**config.mk**
```make
export PLATFORM = sky130hd
export DESIGN_NAME = key_sched_ctrl
export DESIGN_NICKNAME = d
export VERILOG_FILES = /design/src/rtl/key_sched_ctrl.sv
export SDC_FILE = /design/constraint.sdc
export NUM_CORES = 1
export LEC_CHECK = 0
export BUFFER_PORTS_ARGS = -buffer_cell sky130_fd_sc_hd__buf_2
export CAP_MARGIN = 25
export CELL_PAD_IN_SITES_DETAIL_PLACEMENT = 1
export CELL_PAD_IN_SITES_GLOBAL_PLACEMENT = 1
export CORE_UTILIZATION = 35
export DETAILED_ROUTE_END_ITERATION = 10
export GPL_TIMING_DRIVEN = 1
export PLACE_DENSITY_LB_ADDON = 0.1
export SLEW_MARGIN = 10
export SYNTH_ARGS = -nofsm -noshare
export SYNTH_HDL_FRONTEND = slang
export SYNTH_HIERARCHICAL = 1
export SYNTH_SLANG_ARGS = --single-unit
```
**constraint.sdc**
```tcl
create_clock -name clk -period 4.9 [get_ports clk]
set_clock_uncertainty 0.2 [all_clocks]
set_input_delay 0.49 -clock clk [delete_from_list [all_inputs] [get_ports clk]]
set_output_delay 0.49 -clock clk [all_outputs]
set_load 0.02 [all_outputs]
```
**src/rtl/key_sched_ctrl.sv**
```systemverilog
// Two-round 16-bit key schedule controller: serial byte key load, one time-shared
// key_gen stage for both rounds, and a round-key read port.

module key_gen (
    input  logic [15:0] input_key,
    input  logic [7:0]  round_constant,
    output logic [15:0] output_key
);
    logic [7:0] w0;
    logic [7:0] w1;
    logic [7:0] sub;
    logic [7:0] w2;

    // 4-bit substitution box applied per nibble
    function automatic logic [3:0] sbox(input logic [3:0] n);
        case (n)
            4'h0: sbox = 4'h9;
            4'h1: sbox = 4'h4;
            4'h2: sbox = 4'hA;
            4'h3: sbox = 4'hB;
            4'h4: sbox = 4'hD;
            4'h5: sbox = 4'h1;
            4'h6: sbox = 4'h8;
            4'h7: sbox = 4'h5;
            4'h8: sbox = 4'h6;
            4'h9: sbox = 4'h2;
            4'hA: sbox = 4'h0;
            4'hB: sbox = 4'h3;
            4'hC: sbox = 4'hC;
            4'hD: sbox = 4'hE;
            4'hE: sbox = 4'hF;
            default: sbox = 4'h7;
        endcase
    endfunction

    // Rotate the low word by one nibble, substitute, then fold in the round constant
    assign w0         = input_key[15:8];
    assign w1         = input_key[7:0];
    assign sub        = {sbox(w1[3:0]), sbox(w1[7:4])};
    assign w2         = w0 ^ round_constant ^ sub;
    assign output_key = {w2, w2 ^ w1};
endmodule

module key_sched_ctrl #(
    parameter logic [7:0] RCON1 = 8'h80,
    parameter logic [7:0] RCON2 = 8'h30
) (
    input  logic        clk,
    input  logic        reset,
    input  logic        load_valid,
    input  logic [7:0]  load_byte,
    output logic        load_ready,
    input  logic        start,
    output logic        busy,
    output logic        done,
    output logic        rk_valid,
    input  logic [1:0]  rk_sel,
    output logic [15:0] rk_out
);
    localparam int unsigned KEY_W  = 16;
    localparam int unsigned BYTE_W = 8;

    typedef enum logic [2:0] {IDLE, LOAD_LO, READY, R1, R2} state_t;

    state_t             state;
    logic [KEY_W-1:0]   k0;
    logic [KEY_W-1:0]   k1;
    logic [KEY_W-1:0]   k2;
    logic [KEY_W-1:0]   gen_in;
    logic [KEY_W-1:0]   gen_out;
    logic [BYTE_W-1:0]  gen_rcon;
    logic               xfer;

    // A pending start in READY wins over a byte offered in the same cycle
    assign load_ready = (state == IDLE) || (state == LOAD_LO) || ((state == READY) && !start);
    assign xfer       = load_valid && load_ready;

    // Round-stage inputs come only from registered state
    assign gen_in   = (state == R2) ? k1 : k0;
    assign gen_rcon = (state == R2) ? RCON2 : RCON1;

    key_gen u_key_gen (
        .input_key      (gen_in),
        .round_constant (gen_rcon),
        .output_key     (gen_out)
    );

    always_ff @(posedge clk) begin
        if (reset) begin
            state    <= IDLE;
            k0       <= '0;
            k1       <= '0;
            k2       <= '0;
            rk_valid <= 1'b0;
            busy     <= 1'b0;
            done     <= 1'b0;
        end else begin
            done <= 1'b0;
            case (state)
                IDLE: begin
                    if (xfer) begin
                        k0[15:8] <= load_byte;
                        rk_valid <= 1'b0;
                        state    <= LOAD_LO;
                    end
                end
                LOAD_LO: begin
                    if (xfer) begin
                        k0[7:0] <= load_byte;
                        state   <= READY;
                    end
                end
                READY: begin
                    if (start) begin
                        busy  <= 1'b1;
                        state <= R1;
                    end else if (xfer) begin
                        k0[15:8] <= load_byte;
                        rk_valid <= 1'b0;
                        state    <= LOAD_LO;
                    end
                end
                R1: begin
                    k1    <= gen_out;
                    state <= R2;
                end
                R2: begin
                    k2       <= gen_out;
                    rk_valid <= 1'b1;
                    done     <= 1'b1;
                    busy     <= 1'b0;
                    state    <= READY;
                end
                default: begin
                    busy  <= 1'b0;
                    state <= IDLE;
                end
            endcase
        end
    end

    always_comb begin
        rk_out = '0;
        case (rk_sel)
            2'd0:    rk_out = k0;
            2'd1:    rk_out = k1;
            2'd2:    rk_out = k2;
            default: rk_out = '0;
        endcase
    end
endmodule
```
==> reports/metrics.cfg <==
[outcome]
status=finished, final reports clean

[grt]
grt_pass1_vias=2591
gr-total-overflow=0
grt_max_degree=41
grt_pass1_wl_mm=13.7
grt_usage_pct=17.6
antenna_found_initial=0

[critical_path]
crit_family=multiplexers
path_class=reg -> reg
slowest_stage=mux4_2
critPathLaunchType=flop
cp_max_fo=34
slowest_delay_ns=0.50
cp-end-kind=flop
cp.arrival_ns=3.30
cp.required_ns=4.91
cp_cell_sequence=nor2_4, nand2_4, inv_4, mux2_2, inv_1, ha_1, mux4_2, xnor3_1, mux2i_1, nor2_1
r2r.worst_path.cells=10
cp.depth=10
critPathBufInv=2

[sta]
finalCriticalPeriod_ns=3.30
slew_headroom_pct=36.3
timing.fmax_mhz=303
hold_viol_final=0
fin_setup_tns_ns=0
setup_viol=0
maxSlewViolCount=0
rsz0062_at_grt=false
period_share_pct=67.3
hold_ws_ns=0.223
worstMarginPinSlew_ns=0.955

[cells_and_area]
drive_above_1_share_pct=18.7
stdcell_area_mm2=0.00368
most-common-layout-cells=dfxtp_1, nand2_1, mux2i_1
diodes=0
nFillCells=1125
final_common_cell=dfxtp_1
final_nets=412
syn2layout_area_growth_pct=7.56

[floorplanning]
core-area_mm2=0.00937
die_x_um=101
num_io_pins=34
start_util_pct=36.6
num_rows=35
die_h_um=101
die_area_mm2=0.0102

[hold_path]
whs_path_depth=3
worstHoldPathType=in -> reg

[synthesis]
synth-seq-cells=54
ys_top_cells_by_area=dfxtp_1, mux2i_1, nand2_1, ha_1, xnor2_1
syn_inst=365
ys_types=46
syn_area_mm2=0.00343
syn_area_per_cell_um2=9.39
yosysTopAreaCell=dfxtp_1
ys_seq_area_share_pct=31.6
synth_top_area_share_pct=31.6
yosysWarnings=6

[placement]
place_area_mm2=0.00358
gp_congestion=0.759
dp_hpwl_mm=5.75
portBuffers=33

[clock_network]
clk_latency_ns=0.31
ctsResizeCount=0
holdBufCountCts=0
cts_root_buf=clkbuf_8
clk_pin_slew_ns=0.11
cts_setup_buffers=0
htree_levels=2
clockBufferDepth=2
cts_tree=yes
cts_made_buffers=5
cts.sinks=54

[route]
ant_nets=0
wl_mm=8.19
wl_met2_mm=3.77
viasPerCell=4.85
drcViolationCount=0
highest_layer=met4
first_iter_violations=81
first_pass_iters=4
wl_met3_um=207
wl_met1_mm=4.18
vias=2492
wl_per_cell_um=15.9

[power]
leakage_uw=0.00144
powerDensity_mw_per_mm2=253
peakVddDrop_mv=0.124
p_total_uw=933

[run]
cap_violations=0

## kinds of logic (layout without fill, tap and decap cells)
family	count (synthesis)	in the layout	share of synthesized area, %
simple gates	119	119	16.6
mux	68	68	22.4
flops	54	54	31.6
compound gates	45	45	8.22
buf+inv	36	52	7.27
xor+xnor	28	28	8.77
fa+ha+maj	14	14	5.11
other cells	1	5	0.109
## registers in the layout, indices dropped and copies added, names as in the netlist
| signal | count |
|---|---|
| done | 1 |
| busy | 1 |
| state | 3 |
| k0 | 16 |
| k2 | 16 |
| k1 | 16 |
| rk_valid | 1 |
## power breakdown
group | switching (uW) | internal [uW]
Sequential | 14.7 | 451
Combinational | 97.7 | 83.9
Clock | 165 | 121
## final timing paths
check,from,slack (ns),endpoint
min reg2reg,k1[2],0.28,k1[2]
max reg2reg,state[0],1.60,k2[4]
max,state[0],1.60,k2[4]
min,load_byte[5],0.22,k0[5]
## Yosys cell counts (all sizes together)
master,n
or3,2
a2111oi,1
and2b,1
mux2i,48
nor3,5
xnor2,18
o21ai,17
mux4,2
nor2b,3
a21oi,17
nand2b,17
xnor3,4
nor2,30
o21a,1
and4bb,1
buf,20
inv,9
clkbuf,7
a31oi,3
nand3b,4
dfxtp,54
o31ai,2
and2,2
xor2,6
a221oi,1
or2b,1
mux2,18
and3b,1
a2bb2oi,1
conb,1
ha,14
o22ai,2
nand2,52
## cell type report
class | count | area [um2] | share of cell area (%)
multi-input cells | 279 | 2110 | 57.3
flip-flops and latches | 54 | 1080 | 29.3
repair buffers | 35 | 193 | 5.23
well taps | 129 | 161 | 4.38
clock buffers | 6 | 82.6 | 2.24
inverters | 9 | 36.3 | 0.985
clock inverters | 2 | 20.0 | 0.543
## metrics by stage
stage,setup WS [ns],util (%),instances
floorplan,2.15,-,369
global placement,1.64,38.0,505
detailed placement,1.61,38.2,506
CTS,1.59,39.3,514
global route,1.37,39.3,514
finish,1.60,39.3,514
## worst min-delay path, cell delays in order
cell and delay, ns:
buf_2 0.09, mux2i_1 0.06, nor2_1 0.07
## metal layers
metal	up-vias	GRT usage, %
met3	2	2.43
met5	-	0
met2	28	29.3
met1	1210	24.2
li1	1252	-
met4	0	3.34
Note: power is estimated with default switching activity, not from simulation.
